[src/rtl/pub_domain_tracker.sv]
// pub_domain_tracker
//   Tracks shared buffers by base address between the DMem port arbiters
//   and the address-config units. A store claims an entry (first-free
//   allocation), fills it, then publishes it with a reader count. Loads of
//   that base consume it, and the last reader frees the entry.
//
// Ports
//   clock, reset        clock; synchronous active-high reset
//   I_Stall             freezes FSMs, table and edge detection
//   I_St_Grant/Base/NumRd/End   store channel grant levels, base, readers, end pulse
//   I_Ld_Grant/Base/End         load channel grant levels, base, end pulse
//   O_St_Ready/O_Ld_Ready       ready to the latched granted channel while BUSY
//   O_St_Full           store waiting because every entry is valid
//   O_Set_Config_St/Ld  one-cycle pulse on entering BUSY
//   O_Num_Valid         number of valid entries
//   O_Err               sticky protocol error
//
// Handshake: a transaction starts on a rising edge of a grant bit. Ready is a
// level to that channel for the whole BUSY phase. The transfer finishes on a
// one-cycle End pulse while Ready is high. Dropping the grant before End aborts.
module pub_domain_tracker #(
  parameter int NUM_ENTRY   = 32,
  parameter int NUM_ST_PORT = 3,
  parameter int NUM_LD_PORT = 3,
  parameter int WIDTH_ADDR  = 32,
  parameter int WIDTH_RCNT  = 4
) (
  input  logic                           clock,
  input  logic                           reset,
  input  logic                           I_Stall,
  input  logic [NUM_ST_PORT-1:0]         I_St_Grant,
  input  logic [WIDTH_ADDR-1:0]          I_St_Base,
  input  logic [WIDTH_RCNT-1:0]          I_St_NumRd,
  input  logic                           I_St_End,
  input  logic [NUM_LD_PORT-1:0]         I_Ld_Grant,
  input  logic [WIDTH_ADDR-1:0]          I_Ld_Base,
  input  logic                           I_Ld_End,
  output logic [NUM_ST_PORT-1:0]         O_St_Ready,
  output logic [NUM_LD_PORT-1:0]         O_Ld_Ready,
  output logic                           O_St_Full,
  output logic                           O_Set_Config_St,
  output logic                           O_Set_Config_Ld,
  output logic [$clog2(NUM_ENTRY+1)-1:0] O_Num_Valid,
  output logic                           O_Err
);

  localparam int EW = $clog2(NUM_ENTRY);
  localparam int CW = $clog2(NUM_ENTRY+1);

  typedef enum logic [1:0] {S_IDLE, S_LOOKUP, S_WAIT, S_BUSY} state_t;

  // Entry table
  logic [NUM_ENTRY-1:0]  ent_valid, ent_stored;
  logic [WIDTH_RCNT-1:0] ent_rcnt [NUM_ENTRY];
  logic [WIDTH_ADDR-1:0] ent_base [NUM_ENTRY];

  // FSM state and per-transaction registers
  state_t                 st_state, st_next, ld_state, ld_next;
  logic [NUM_ST_PORT-1:0] st_gnt_prev, st_gnt_q, st_rise;
  logic [NUM_LD_PORT-1:0] ld_gnt_prev, ld_gnt_q, ld_rise;
  logic [WIDTH_ADDR-1:0]  st_base_q, ld_base_q;
  logic [EW-1:0]          st_ent_q, ld_ent_q, free_idx, ld_hit_idx;
  logic                   st_full_q, cfg_st_q, cfg_ld_q, err_q;

  // Combinational decisions
  logic                  st_live, ld_live, st_hit, free_any, ld_hit;
  logic                  st_alloc, st_commit, st_abort, st_full_next, ld_release;
  logic                  err_set;
  logic [WIDTH_RCNT-1:0] st_rcnt_init;

  assign st_rise = I_St_Grant & ~st_gnt_prev;
  assign ld_rise = I_Ld_Grant & ~ld_gnt_prev;
  assign st_live = |(I_St_Grant & st_gnt_q);
  assign ld_live = |(I_Ld_Grant & ld_gnt_q);
  assign st_rcnt_init = (I_St_NumRd == '0) ? WIDTH_RCNT'(1) : I_St_NumRd;

  // Lookups see the registered table, so a same-cycle free is not yet
  // visible to an allocation and a same-cycle release still looks like a hit.
  always_comb begin
    st_hit     = 1'b0;
    free_any   = 1'b0;
    free_idx   = '0;
    ld_hit     = 1'b0;
    ld_hit_idx = '0;
    // Descending scan so the last assignment is the lowest index.
    for (int i = NUM_ENTRY-1; i >= 0; i--) begin
      if (ent_valid[i] && ent_base[i] == st_base_q) st_hit = 1'b1;
      if (!ent_valid[i]) begin
        free_any = 1'b1;
        free_idx = EW'(i);
      end
      if (ent_valid[i] && ent_stored[i] && ent_base[i] == ld_base_q) begin
        ld_hit     = 1'b1;
        ld_hit_idx = EW'(i);
      end
    end
  end

  // Store FSM next state
  always_comb begin
    st_next      = st_state;
    st_alloc     = 1'b0;
    st_commit    = 1'b0;
    st_abort     = 1'b0;
    st_full_next = 1'b0;
    case (st_state)
      S_IDLE:   if (|st_rise) st_next = S_LOOKUP;
      S_LOOKUP,
      S_WAIT: begin
        if (!st_live) st_next = S_IDLE;
        // Any hit means the base is either being filled by another store
        // or still has readers pending.
        else if (st_hit) st_next = S_WAIT;
        else if (free_any) begin
          st_alloc = 1'b1;
          st_next  = S_BUSY;
        end else begin
          st_next      = S_WAIT;
          st_full_next = 1'b1;
        end
      end
      S_BUSY: begin
        if (I_St_End) begin
          st_commit = 1'b1;
          st_next   = S_IDLE;
        end else if (!st_live) begin
          st_abort = 1'b1;
          st_next  = S_IDLE;
        end
      end
      default: st_next = S_IDLE;
    endcase
  end

  // Load FSM next state
  always_comb begin
    ld_next    = ld_state;
    ld_release = 1'b0;
    case (ld_state)
      S_IDLE:   if (|ld_rise) ld_next = S_LOOKUP;
      S_LOOKUP,
      S_WAIT: begin
        if (!ld_live) ld_next = S_IDLE;
        else if (ld_hit) ld_next = S_BUSY;
        else ld_next = S_WAIT;
      end
      S_BUSY: begin
        if (I_Ld_End) begin
          ld_release = 1'b1;
          ld_next    = S_IDLE;
        end else if (!ld_live) ld_next = S_IDLE;
      end
      default: ld_next = S_IDLE;
    endcase
  end

  assign err_set = ((I_St_Grant & (I_St_Grant - NUM_ST_PORT'(1))) != '0)
                 | ((I_Ld_Grant & (I_Ld_Grant - NUM_LD_PORT'(1))) != '0)
                 | (I_St_End && st_state != S_BUSY)
                 | (I_Ld_End && ld_state != S_BUSY);

  // Control registers
  always_ff @(posedge clock) begin
    if (reset) begin
      st_state    <= S_IDLE;
      ld_state    <= S_IDLE;
      st_gnt_prev <= '0;
      ld_gnt_prev <= '0;
      st_gnt_q    <= '0;
      ld_gnt_q    <= '0;
      st_base_q   <= '0;
      ld_base_q   <= '0;
      st_ent_q    <= '0;
      ld_ent_q    <= '0;
      st_full_q   <= 1'b0;
      cfg_st_q    <= 1'b0;
      cfg_ld_q    <= 1'b0;
      err_q       <= 1'b0;
    end else if (!I_Stall) begin
      st_state    <= st_next;
      ld_state    <= ld_next;
      st_gnt_prev <= I_St_Grant;
      ld_gnt_prev <= I_Ld_Grant;
      if (st_state == S_IDLE && |st_rise) begin
        st_gnt_q  <= st_rise;
        st_base_q <= I_St_Base;
      end
      if (ld_state == S_IDLE && |ld_rise) begin
        ld_gnt_q  <= ld_rise;
        ld_base_q <= I_Ld_Base;
      end
      if (st_alloc) st_ent_q <= free_idx;
      if (ld_state != S_BUSY && ld_next == S_BUSY) ld_ent_q <= ld_hit_idx;
      st_full_q <= st_full_next;
      cfg_st_q  <= (st_next == S_BUSY) && (st_state != S_BUSY);
      cfg_ld_q  <= (ld_next == S_BUSY) && (ld_state != S_BUSY);
      err_q     <= err_q | err_set;
    end
  end

  // Entry table. Store and load updates always target different entries:
  // a load can only be BUSY on a stored entry, a store only on an unstored one.
  always_ff @(posedge clock) begin
    if (reset) begin
      ent_valid  <= '0;
      ent_stored <= '0;
      for (int i = 0; i < NUM_ENTRY; i++) begin
        ent_rcnt[i] <= '0;
        ent_base[i] <= '0;
      end
    end else if (!I_Stall) begin
      if (st_alloc) begin
        ent_valid[free_idx]  <= 1'b1;
        ent_stored[free_idx] <= 1'b0;
        ent_rcnt[free_idx]   <= '0;
        ent_base[free_idx]   <= st_base_q;
      end
      if (st_commit) begin
        ent_stored[st_ent_q] <= 1'b1;
        ent_rcnt[st_ent_q]   <= st_rcnt_init;
      end
      if (st_abort) begin
        ent_valid[st_ent_q]  <= 1'b0;
        ent_stored[st_ent_q] <= 1'b0;
      end
      if (ld_release) begin
        if (ent_rcnt[ld_ent_q] <= WIDTH_RCNT'(1)) begin
          ent_valid[ld_ent_q]  <= 1'b0;
          ent_stored[ld_ent_q] <= 1'b0;
          ent_rcnt[ld_ent_q]   <= '0;
        end else begin
          ent_rcnt[ld_ent_q] <= ent_rcnt[ld_ent_q] - WIDTH_RCNT'(1);
        end
      end
    end
  end

  assign O_St_Ready      = (st_state == S_BUSY) ? st_gnt_q : '0;
  assign O_Ld_Ready      = (ld_state == S_BUSY) ? ld_gnt_q : '0;
  assign O_St_Full       = st_full_q;
  assign O_Set_Config_St = cfg_st_q;
  assign O_Set_Config_Ld = cfg_ld_q;
  assign O_Num_Valid     = CW'($countones(ent_valid));
  assign O_Err           = err_q;

endmodule

[config.mk]
export PLATFORM = sky130hd
export DESIGN_NAME = pub_domain_tracker
export DESIGN_NICKNAME = d
export VERILOG_FILES = /design/src/rtl/pub_domain_tracker.sv
export SDC_FILE = /design/constraint.sdc
export NUM_CORES = 2
export LEC_CHECK = 0
export CAP_MARGIN = 10
export CORE_UTILIZATION = 66
export CTS_BUF_LIST = sky130_fd_sc_hd__clkbuf_8
export DETAILED_ROUTE_END_ITERATION = 8
export PLACE_DENSITY = 0.94
export SYNTH_ARGS = -nofsm -noshare
export SYNTH_HDL_FRONTEND = slang
export SYNTH_SLANG_ARGS = --single-unit
[constraint.sdc]
create_clock -name clock -period 6.88 [get_ports clock]
set_input_delay 1.376 -clock clock [delete_from_list [all_inputs] [get_ports clock]]
set_output_delay 1.376 -clock clock [all_outputs]
set_load 0.05 [all_outputs]
==> results.cfg <==
[hold_path]
hp-class = reg -> reg
holdPathStages = 1

[layout]
fin_nets = 7979
layout_commonest_cell = edfxtp_1
area_growth_pct = 9.49
final_cell_mix = edfxtp_1 (1152), xor2_1 (1134), xnor2_1 (908)
fin_cells = 9683
drive_above_1_share_pct = 10.2

[setup_path]
start_kind = register
end_kind = primary output
critPathKind = reg -> out
required_ns = 5.50
cp.arrival_ns = 5.86
slowest_delay_ns = 0.56
crit_fanout = 2
crit_chain = fa_1 > fa_2 > inv_2 > fa_1 > inv_2 > fa_1 > fa_1 > inv_2 > fa_1 > inv_2 > ha_4 > inv_2 > fa_2 > inv_2 > a21o_1 > a21oi_2 > xnor2_2 > buf_12
crit_path_top_delay_cell = fa_2
cpMostUsedCell = inv_2
reg2regPathDepth = 12

[power]
p_seq_share_pct = 49.1
ir_drop_v = 0.000237
p_clk_share_pct = 36.6
power_frac_comb_pct = 14.2
switching_power_mw = 6.24
power_density_mw_per_mm2 = 227
p_int_mw = 13.9
cellLeakagePower_nw = 30.4
switching_share_pct = 31.1
finalPower_mw = 20.1

[timing]
rsz0062_at_grt = true
layout_setup_ws_ns = -0.359
worst_clock_skew_ns = 0.0455
post-route-period-util_pct = 105
fmax_mhz = 138
worstMarginPinSlew_ns = 1.34
hold_viol = 0
period_needed_ns = 7.24
max_slew_margin_pct = 9.82
setup_viol = 5
slew_viol_final = 0

[route]
drcViolationCount = 14
drt-initial-drc-count = 14000
vias = 70700
wl_per_cell_um = 36.5
firstDrtPassIters = 9
antenna_left = 0
vias_per_cell = 7.30
drt_wl_total_mm = 353

[yosys]
syn_inst = 7852
synth_ff_type = edfxtp_1
async_flop_share_pct = 0
synth_edf_count = 1152
synth_cell_types = 84
syn-num-nets = 7970
synth.avg_cell_area_um2 = 10.3
yosysWarningCount = 0
synth-seq-cells = 1315
syn-cell-area_mm2 = 0.0807
synth.yosys.seq_area_share_pct = 46.9

[global_route]
grt_max_degree = 65
antenna_found_initial = 25
grt_usage_pct = 56.5
grt-ovfl-total = 0
grt_pass1_wl_mm = 487
grt_pass1_vias = 67200

[clocking]
cts-root-buf = clkbuf_8
htreeDepth = 4
cts.clk_slew.worst_paths_ns = 0.07
cts_buffers = 217
cts_tree = built
clk_latency_ns = 1.06
clockBufferDepth = 3
cts_num_sinks = 1315

[placement]
finalWeightedCongestion = 1.08
port_buffers = 94
dp_hpwl_mm = 235
dp_cells = 9249

[floorplanning]
die_y_um = 352
row_count = 127
start_util_pct = 66.9
io_pins = 95
die_area_mm2 = 0.124
die_w_um = 352
fp.coreArea_mm2 = 0.121

[flow_run]
maxCapViolCount = 0

[run_status]
status = finished with violations
violations = design-rule violations, negative setup slack
## power groups by stage
stage | clock [mW] | combinational, mW | sequential [mW]
5_1_grt | 7.53 | 2.92 | 9.84
2_1_floorplan | 0 | 2.00 | 9.44
4_1_cts | 7.20 | 2.70 | 9.78
3_3_place_gp | 0 | 2.64 | 9.92
6_report | 7.36 | 2.86 | 9.88
3_5_place_dp | 0 | 2.67 | 9.94
## worst max-delay path: cells and delay by family (launching register included)
family / cells / cell delay, ns
flip-flops: 1 / 0.33
adder cells (fa/ha/maj): 8 / 3.48
buffers and inverters: 7 / 0.50
AO/OA/AOI/OAI: 2 / 0.23
XOR/XNOR: 1 / 0.26
## cell type report
class	instances	area, um^2
Clock inverter	181	1260
Tap cell	1612	2020
Clock buffer	232	3190
Antenna cell	16	40.0
Inverter	86	324
Sequential cell	1315	38100
Multi-Input combinational cell	5871	39900
Timing Repair Buffer	370	3520
Fill cell	8531	32300
## Yosys cell counts (16+ instances only)
master	number	share of area (%)
o21ai_0	152	0.94
or2_2	19	0.15
edfxtp_1	1152	43
nor3_1	159	0.99
a21oi_1	132	0.82
xnor2_1	910	9.9
mux4_2	40	1.1
fa_1	24	0.60
or3_1	21	0.16
and2_1	399	3.1
nor2b_1	46	0.36
o211ai_1	16	0.15
a31o_2	29	0.31
o22ai_1	131	1.0
nor2_1	849	3.9
a211oi_1	32	0.30
xor2_1	1134	12
buf_4	123	1.1
nor4_1	359	2.8
nor4b_1	51	0.55
clkbuf_1	243	1.1
buf_2	195	1.2
dfxtp_1	163	4.0
nand3_1	204	1.3
inv_1	85	0.40
nand2_1	528	2.5
and3_1	22	0.17
or4_1	30	0.28
nand4_1	341	2.6
## final timing paths
path | startpoint | to | slack, ns
max reg2reg | st_base_q[24]$_SDFFE_PP0P_ | ent_base[0][11]$_SDFFCE_PN0P_ | 1.16
max | ent_valid[27]$_SDFFE_PP0N_ | O_Num_Valid[4] | -0.36
min reg2reg | O_Set_Config_St$_SDFFE_PP0N_ | O_Set_Config_St$_SDFFE_PP0N_ | 0.48
min | O_Set_Config_St$_SDFFE_PP0N_ | O_Set_Config_St$_SDFFE_PP0N_ | 0.48
## metal layers
metal / vias up / GRT usage [%] / share of wire (%)
li1: 27700 / - / -
met1: 33000 / 67.4 / 31
met2: 7578 / 75.9 / 38
met3: 2423 / 27.6 / 19
met4: 32 / 47.2 / 11
met5: - / 1.22 / 0.12
## what timing repair did
action / 4_1_cts / 5_1_grt
cloned: 0 / 0
endpoints found under the setup margin: 5 / 5
hold buffers: 0 / 0
setup buffers: 3 / 1
resized for setup: 14 / 8
pin swaps: 10 / 6
## sequential cells by signal, indices dropped and copies added (netlist names), 5 cells and up, named ones only
name and flops:
ent_stored 32, st_base_q 32, st_ent_q 5, ld_base_q 32
ent_valid 32, ent_base 1024, ld_ent_q 5, ent_rcnt 128
## kinds of logic (layout without fill, tap and decap cells)
| logic type | after synthesis | count (layout) | share of synthesized area, % |
|---|---|---|---|
| and+or+nand+nor | 3113 | 3113 | 19.8 |
| DFF | 1315 | 1315 | 46.9 |
| muxes | 50 | 50 | 1.25 |
| xor gates and xnor gates | 2044 | 2044 | 22.2 |
| adders and majority gates | 39 | 39 | 0.828 |
| AOI/OAI and AO/OA | 625 | 625 | 4.97 |
| other | 0 | 16 | 0 |
| buffers and inverters | 666 | 869 | 4.04 |
## stage by stage
| step | setup slack, ns | instance area [um^2] | utilization [%] | TNS [ns] | hold slack, ns |
|---|---|---|---|---|---|
| after floorplan | 0.398 | 80700 | - | 0 | 0.457 |
| after global placement | 0.303 | 83700 | 69.4 | 0 | 0.454 |
| after detailed placement | 0.394 | 83700 | 69.4 | 0 | 0.462 |
| after CTS | -0.357 | 88300 | 73.2 | -1.25 | 0.476 |
| after global routing | -0.383 | 88300 | 73.2 | -1.30 | 0.484 |
| final | -0.359 | 88300 | 73.2 | -1.07 | 0.480 |
Note: power is estimated with default switching activity, not from simulation.
